$ cat src/rtl/eth_egress_queue.sv
// rtl/eth_egress_queue.sv - per-port egress queue: address filter, packet FIFO, two-beat SOP/EOP egress
module eth_egress_queue #(
  parameter logic [31:0] PORT_ADDR = 32'hABCD,
  parameter int          DEPTH     = 4,
  parameter int          CNT_W     = 8
) (
  input  logic             clk,
  input  logic             rstn,
  input  logic             in_wr_en,
  input  logic [66:0]      in_data,
  output logic [31:0]      outdata,
  output logic             outsop,
  output logic             outeop,
  output logic             outvalid,
  input  logic             outready,
  output logic             fifo_full,
  output logic             fifo_empty,
  output logic [CNT_W-1:0] drop_cnt,
  output logic [CNT_W-1:0] pkt_cnt
);

  localparam int AW = $clog2(DEPTH);
  localparam logic [AW:0] FULL_CNT = (AW+1)'(DEPTH);
  localparam logic [AW:0] ONE_CNT  = (AW+1)'(1);

  localparam logic [1:0] IDLE      = 2'd0;
  localparam logic [1:0] SEND_ADDR = 2'd1;
  localparam logic [1:0] SEND_DATA = 2'd2;

  logic [63:0]   mem [DEPTH];
  logic [AW-1:0] wr_ptr;
  logic [AW-1:0] rd_ptr;
  logic [AW:0]   count;
  logic [AW:0]   count_next;
  logic [1:0]    state;
  logic [63:0]   head;
  logic          match;
  logic          push;
  logic          pop;
  logic          unused_bits;

  // sop/eop are regenerated on egress, so only {data, dest} is kept
  assign unused_bits = ^{in_data[66:65], in_data[0]};

  assign match = in_wr_en && (in_data[32:1] == PORT_ADDR);
  assign push  = match && !fifo_full;
  assign pop   = (state == SEND_DATA) && outready;
  assign head  = mem[rd_ptr];

  always_comb begin
    count_next = count;
    if (push && !pop)
      count_next = count + ONE_CNT;
    else if (pop && !push)
      count_next = count - ONE_CNT;
  end

  // A write never lands on the head slot while the FIFO is non-empty and not full
  always_ff @(posedge clk) begin
    if (push)
      mem[wr_ptr] <= in_data[64:1];
  end

  always_ff @(posedge clk) begin
    if (!rstn) begin
      wr_ptr     <= '0;
      rd_ptr     <= '0;
      count      <= '0;
      fifo_full  <= 1'b0;
      fifo_empty <= 1'b1;
      drop_cnt   <= '0;
      pkt_cnt    <= '0;
    end else begin
      count      <= count_next;
      fifo_full  <= (count_next == FULL_CNT);
      fifo_empty <= (count_next == '0);
      if (push)
        wr_ptr <= wr_ptr + 1'b1;
      if (pop)
        rd_ptr <= rd_ptr + 1'b1;
      if (match && fifo_full && (drop_cnt != '1))
        drop_cnt <= drop_cnt + 1'b1;
      if (pop && (pkt_cnt != '1))
        pkt_cnt <= pkt_cnt + 1'b1;
    end
  end

  always_ff @(posedge clk) begin
    if (!rstn) begin
      state <= IDLE;
    end else begin
      case (state)
        IDLE:      if (!fifo_empty) state <= SEND_ADDR;
        SEND_ADDR: if (outready) state <= SEND_DATA;
        SEND_DATA: if (outready) state <= (count > ONE_CNT) ? SEND_ADDR : IDLE;
        default:   state <= IDLE;
      endcase
    end
  end

  // Outputs depend only on state and the stored head, so they hold during stalls
  always_comb begin
    outvalid = 1'b0;
    outsop   = 1'b0;
    outeop   = 1'b0;
    outdata  = 32'd0;
    case (state)
      SEND_ADDR: begin
        outvalid = 1'b1;
        outsop   = 1'b1;
        outdata  = head[31:0];
      end
      SEND_DATA: begin
        outvalid = 1'b1;
        outeop   = 1'b1;
        outdata  = head[63:32];
      end
      default: ;
    endcase
  end

endmodule

$ cat config.mk
export PLATFORM = sky130hd
export DESIGN_NAME = eth_egress_queue
export DESIGN_NICKNAME = d
export VERILOG_FILES = /design/src/rtl/eth_egress_queue.sv
export SDC_FILE = /design/constraint.sdc
export NUM_CORES = 1
export LEC_CHECK = 0
export ABC_AREA = 1
export BUFFER_PORTS_ARGS = -buffer_cell sky130_fd_sc_hd__buf_2
export CORE_AREA = 4 4 158 160
export DETAILED_ROUTE_END_ITERATION = 10
export DIE_AREA = 0 0 162 164
export GPL_ROUTABILITY_DRIVEN = 0
export MAX_ROUTING_LAYER = met4
export PLACE_DENSITY = 0.79
export SLEW_MARGIN = 5
export SYNTH_ARGS = -nofsm -noshare
export SYNTH_HDL_FRONTEND = slang
export SYNTH_SLANG_ARGS = --single-unit
$ cat constraint.sdc
create_clock -name clk -period 4.6 [get_ports clk]
set_clock_uncertainty 0.05 [all_clocks]
set_input_delay 0.46 -clock clk [delete_from_list [all_inputs] [get_ports clk]]
set_output_delay 0.46 -clock clk [all_outputs]
set_load 0.01 [all_outputs]
==> results of run 1 <==
-- flip-flops by register name (all words and copies together) (netlist names), named ones only --
register / count
count: 3
drop_cnt: 8
fifo_empty: 1
fifo_full: 1
mem: 256
pkt_cnt: 8
rd_ptr: 2
state: 2
wr_ptr: 2
-- routing by layer --
metal	share of wire, %	track usage (%)	up-vias	wire [um]
met2	48	33.1	324	12900
met4	2.3	5.77	0	625
met1	42	26.3	3849	11100
li1	-	-	3752	-
met5	0	-	-	0
met3	7.4	3.81	49	1990
-- logic make-up (layout without fill, tap and decap cells) --
family / after synthesis / after routing / synth area share, %
other cells: 0 / 6 / 0
buf+inv: 108 / 241 / 3.65
compound gates: 197 / 197 / 10.7
fa+ha+maj: 13 / 13 / 1.39
xor+xnor: 3 / 3 / 0.225
simple gates: 377 / 377 / 13.4
flops: 285 / 285 / 70.7
-- path summary, 6_finish.rpt --
kind | cells past startpoint | end | start
worst min-delay path | 1 | mem[2][55] | in_data[56]
worst max-delay path | 6 | outdata[15] | flop
worst max register to register | 9 | pkt_cnt[4] | state[0]
worst min register to register | 2 | pkt_cnt[4] | pkt_cnt[4]
-- per-stage QoR --
| step | std cells | area (um2) | util, % |
|---|---|---|---|
| 4_1_cts | 1435 | 13500 | 57.6 |
| 3_3_place_gp | 1383 | 12600 | 54.0 |
| 6_report | 1441 | 13500 | 57.6 |
| 5_1_grt | 1441 | 13500 | 57.6 |
| 2_1_floorplan | 983 | 11700 | - |
| 3_5_place_dp | 1383 | 12600 | 54.0 |
-- report_power, final --
group          leakage [nW]  internal (mW)  switching [mW]  total, mW
Sequential             2.54           2.84          0.0465       2.89
Combinational          1.81          0.294           0.645      0.939
Clock                 0.413           1.15           0.928       2.08
-- cells in the final DEF, fill, tap and decap left out, types with 7 or more instances in the layout --
master / n
a21oi_1: 50
dfxtp_1: 27
o32ai_1: 64
clkinv_2: 8
buf_4: 14
inv_1: 51
clkinv_1: 7
nand3_1: 13
nor2_1: 220
buf_2: 120
clkbuf_16: 29
ha_1: 13
nand2_1: 107
o21ai_0: 75
nor2_2: 8
edfxtp_1: 256
nor2_4: 7
-- area by class of cell --
class                   instances  share of cell area [%]
diodes                          6                   0.111
clock buffers                  34                    5.52
clock inverters                18                   0.733
inverters                      54                    1.51
multi-input cells             590                    22.4
flip-flops and latches        285                    61.3
well taps                     319                    2.96
repair buffers                135                    5.38
==> results by group, run 1 <==
Routing
  • Vias per cell: roughly 5.5
  • WL per Instance: between 15 and 20 um
  • DRC viols: 0
  • Via count: about 8000
  • Initial detailed-routing violation count: 869
  • Post-Route WL: ~27000 um
  • Final ANT Viol Nets: 0
  • First-pass DRT Iterations: 5

Synth
  • Sequential-to-total area share from yosys stat: 70.7%
  • FF+latch count, synth: 285
  • Cell with the most instances after synthesis: edfxtp_1
  • Post-synth EDFFs: 256
  • Post-Synthesis Cells: slightly below 1000
  • Post-Synthesis Net Count: approximately 1100
  • Synth Area per Inst: 11.9 um2
  • Top cells by area, synth: edfxtp_1 66%, nor2_1 7.2%, dfxtp_1 5.0%
  • Yosys top cell area share: 65.8%
  • Ys async rst share: 0%
  • Synth area leader: edfxtp_1
  • Yosys warnings: 0
  • Post-Syn Area: 11700 um2
  • Top post-synthesis cells by count: 256 x edfxtp_1, 224 x nor2_1, 107 x nand2_1, 75 x o21ai_0, 64 x o32ai_1
  • Synth unique cells: 37
  • Synth Flop Type: edfxtp_1

Layout
  • Layout cell share with drive strength beyond 1: between 10% and 20%
  • Reg area: 8280 um2
  • Area of the multi-input gates: approximately 3000 um2
  • Fillers: about 1900
  • Nets: 1178
  • Area grow syn2layout: 15.4%

Floorplan
  • I/O Pins: 124
  • Core outline area: 23400 um2
  • Die height: 164 um
  • Starting Density: 50.0%
  • Placement row count: 56
  • Die span in x: 162 um
  • Die ar.: approximately 27000 um2

Global routing
  • Number of antenna violations at the first check in global routing: 6
  • Final global-route overflow total: 0
  • Global-route wire length before repair: 41000 um
  • GRT Util Overall: 20.2%
  • Largest net degree at the start of global routing: about 110
  • Vias in the first global route: 7548

Clock tree
  • Worst-Skew Late Latency: around 0.54 ns
  • Post-CTS setup buffer count: 0
  • CTS tree: done
  • Clk sinks: 285
  • Hold-fix buffers, CTS: 0
  • Worst-path clk slew: 0.06 ns
  • Htree depth: 1
  • Root Buffer: clkbuf_16
  • Max Buffers Root-to-Sink: 3
  • Total CTS buffers: 28
  • CTS resizes: 0

Worst setup path
  • Critical Path Fanout Max: 86
  • Crit path launch type: flop
  • Crit end category: output port
  • Crit path cell chain: buf_4 -> nor2_1 -> o32ai_1 -> nand2_1 -> a21oi_1 -> buf_2
  • Req. time, crit path: ~4.1 ns
  • Critical path type: flop to output port
  • CP delay by family, top: buffers and inverters
  • Buf/Inv on CP: 2
  • Worst path max stage delay: 0.77 ns
  • R2r setup slk: 1.95 ns
  • Worst path slowest cell: buf_4
  • WP data arrival: about 3.1 ns

STA
  • Final setup vio count: 0
  • Final worst path period need: 3.60 ns
  • Hold_ws: 0.0805 ns
  • Max Slew Vio Count: 0
  • Final TNS setup: 0 ns
  • Slew HR: 17.8%
  • RSZ-0062 raised after global routing: false
  • Worst Tran Pin Value: 1.23 ns
  • Tcrit/Tclk final: 78.2%
  • Worst setup margin: approximately 1 ns
  • Fin. Hold Viols: 0
  • Max Clock Freq: approximately 280 MHz

Pwr
  • Power Density: 438 nW/um2
  • Leakage: 4.76 nW
  • Worst vdd ir: 0.284 mV
  • Design Power: approximately 6 mW

Job
  • Max-cap violations: 0

Placement
  • Hpwl dp: 16300 um
  • # port buffers: between 100 and 150
  • Dpl ws: 1.58 ns

Worst hold path
  • Worst Hold Class: input port to flop

Run status
  • Outcome: complete, no violations
No activity file was read; power rests on OpenSTA's default activity.
==> inputs of run 2 (changes only) <==
==> constraint.sdc (replaced) <==
create_clock -name clk -period 2.9 [get_ports clk]
set_clock_uncertainty 0.05 [all_clocks]
set_input_delay 0.29 -clock clk [delete_from_list [all_inputs] [get_ports clk]]
set_output_delay 0.29 -clock clk [all_outputs]
set_load 0.01 [all_outputs]
==> run 2 against run 1 <==
  * Sequential share of layout area down 3.9 points
  * Global-route usage grew 1.0 points
  * Die area stayed put
  * Setup slack lost 0.86 ns
  * Count of clock-buffer cells in the layout shrank 2
  * Utilization rose by 3.9 points
  * Hold slack got worse by 0.045 ns
  * Sequential power up 57%
  * Critical path type unchanged
==> results by group, run 2 (synthesis results as in run 1) <==
Worst setup path
  • Req. time, crit path: 2.56 ns (was 4.09 ns)
  • Critical path type: flop to output port (unchanged)
  • R2r setup slk: 0.98 ns (was 1.95 ns)
  • Critical Path Fanout Max: 41 (was 86)
  • Crit path launch type: flop (unchanged)
  • Crit end category: output port (unchanged)
  • Crit path cell chain: inv_6 -> buf_4 -> nor2_1 -> o32ai_1 -> nand2_1 -> a21oi_1 -> buf_2 (was buf_4 -> nor2_1 -> o32ai_1 -> nand2_1 -> a21oi_1 -> buf_2)
  • CP delay by family, top: buffers and inverters (unchanged)
  • Worst path max stage delay: 0.39 ns (was 0.77 ns)
  • Buf/Inv on CP: 3 (was 2)
  • Worst path slowest cell: dfxtp_4 (was buf_4)
  • WP data arrival: 2.41 ns (was 3.09 ns)

STA
  • Final worst path period need: 2.75 ns
  • Slew HR: 67.3% (was 17.8%)
  • Max Slew Vio Count: 0 (unchanged)
  • Fin. Hold Viols: 0 (unchanged)
  • RSZ-0062 raised after global routing: false (unchanged)
  • Worst setup margin: 0.147 ns (was 1.00 ns)
  • Hold_ws: 0.0360 ns (was 0.0805 ns)
  • Final setup vio count: 0 (unchanged)
  • Worst Tran Pin Value: 0.490 ns (was 1.23 ns)
  • Tcrit/Tclk final: between 90% and 100%
  • Max Clock Freq: roughly 360 MHz

Layout
  • Area grow syn2layout: 23.2% (was 15.4%)
  • Post-route core utilization: 61.6% (was 57.6%)
  • Fillers: 1772 (was 1896)
  • Layout cell share with drive strength beyond 1: 18.2% (was 18.4%)
  • Number of flip-flops in the largest register: 256 (unchanged)
  • Nets: 1250 (was 1178)
  • Top reg by flops: mem (unchanged)
  • Commonest non-fill, non-tap cells in the layout: 256 x edfxtp_1, 220 x nor2_1, 120 x buf_2, 107 x nand2_1, 75 x o21ai_0 (unchanged)
  • Most common cell after layout, fill and taps aside: edfxtp_1 (unchanged)
  • Top flop regs: mem (256), drop_cnt (8), pkt_cnt (8) (unchanged)

Routing
  • First-pass DRT Iterations: 5 (unchanged)
  • Met2 WL: 14500 um (was 12900 um)
  • Post-Route WL: 28400 um (was 26700 um)
  • Vias per cell: 5.46 (was 5.53)
  • DRC viols: 0 (unchanged)
  • Met3 Wirelength: 1990 um (unchanged)
  • WL per Instance: 18.9 um (was 18.5 um)
  • Via count: 8241 (was 7974)
  • Initial detailed-routing violation count: 764 (was 869)
  • Final ANT Viol Nets: 0 (unchanged)
  • Highest metal used: met4 (unchanged)
  • Wl on met1: 11100 um (about the same)

Floorplan
  • Placement row count: 56 (unchanged)
  • Core outline area: 23400 um2 (unchanged)
  • Die span in x: 162 um (unchanged)
  • Starting Density: 50.0% (unchanged)
  • Die height: 164 um (unchanged)
  • Die ar.: 26600 um2 (unchanged)
  • I/O Pins: 124 (unchanged)

Clock tree
  • Total CTS buffers: 29 (was 28)
  • Worst-Skew Late Latency: 0.55 ns (was 0.54 ns)
  • Clk sinks: 285 (unchanged)
  • CTS tree: done (unchanged)
  • Root Buffer: clkbuf_16 (unchanged)
  • Worst-path clk slew: 0.06 ns (about the same)
  • Htree depth: 1 (unchanged)
  • Max Buffers Root-to-Sink: 3 (unchanged)

Global routing
  • Final global-route overflow total: 0 (unchanged)
  • Largest net degree at the start of global routing: 129 (was 105)
  • Global-route wire length before repair: 43500 um (was 41000 um)
  • Vias in the first global route: 8091 (was 7548)
  • GRT Util Overall: 21.3% (was 20.2%)
  • Number of antenna violations at the first check in global routing: 1 (was 6)

Run status
  • Outcome: complete, no violations (unchanged)

Placement
  • Dpl ws: 0.525 ns (was 1.58 ns)
  • Hpwl dp: 15800 um (was 16300 um)
  • # port buffers: 120 (unchanged)

Worst hold path
  • Worst Hold Class: input port to flop (unchanged)

Pwr
  • Leakage: 5.13 nW (was 4.76 nW)
  • Power Density: 685 nW/um2 (was 438 nW/um2)
  • Worst vdd ir: 0.531 mV (was 0.284 mV)

Job
  • Max-cap violations: 0 (unchanged)
==> run 2: cell count changes in the layout (fill, tap and decap cells not counted), sizes merged <==
cell	delta
clkinv	-7
diode	-5
clkbuf	-1
inv	+4
clkinvlp	+4
buf	+6
bufinv	+3
dlygate4sd3	+64
==> run 2: worst paths after layout <==
kind | startpoint | endpoint | cells past startpoint
min | rstn | fifo_empty | 2
min reg2reg | pkt_cnt[4] | pkt_cnt[4] | 2
max reg2reg | fifo_full | mem[3][30] | 4
max | flop | outdata[2] | 7
==> run 2: layout make-up <==
class                           count  area [um2]  share of cell area [%]
Inverter                           54         208                    1.44
Sequential cell                   285        8280                    57.4
Multi-Input combinational cell    590        3030                    21.0
Antenna cell                        1        2.50                  0.0174
Timing Repair Buffer              206        1540                    10.7
Clock buffer                       32         737                    5.11
Tap cell                          319         399                    2.77
Clock inverter                     22         216                    1.50
==> run 2: where the power goes <==
| group | internal (mW) | switching (mW) |
|---|---|---|
| clock network | 2.12 | 1.58 |
| registers | 4.51 | 0.0433 |
| logic | 0.551 | 1.07 |
==> run 2: repair_timing <==
item / 4_1_cts / 5_1_grt
endpoints found under the hold margin: 256 / 0
endpoints found under the setup margin: 0 / 27
resized for setup: 0 / 3
setup buffers: 0 / 1
hold buffers: 64 / 0
==> run 2: routing by layer <==
layer	GRT usage, %	up-vias
met5	-	-
met4	6.88	0
met3	2.89	61
met2	36.7	350
met1	26.2	3942
li1	-	3888
==> run 2: per-stage QoR <==
| step | total power [mW] | area, um2 | setup TNS, ns | std cells |
|---|---|---|---|---|
| 6_report | 9.87 | 14400 | 0 | 1509 |
| 5_1_grt | 10.3 | 14400 | 0 | 1509 |
| 4_1_cts | 9.88 | 14400 | 0 | 1506 |
| 3_5_place_dp | 6.13 | 12800 | 0 | 1388 |
| 3_3_place_gp | 6.11 | 12800 | 0 | 1388 |
| 2_1_floorplan | 5.57 | 11700 | -48.57 | 983 |
==> run 2: worst reg2reg max path: cells and delay by family, from the launching register on <==
kind	cells	cell delay, ns
simple gates	2	0.69
flops	1	0.32
buf+inv	2	0.52
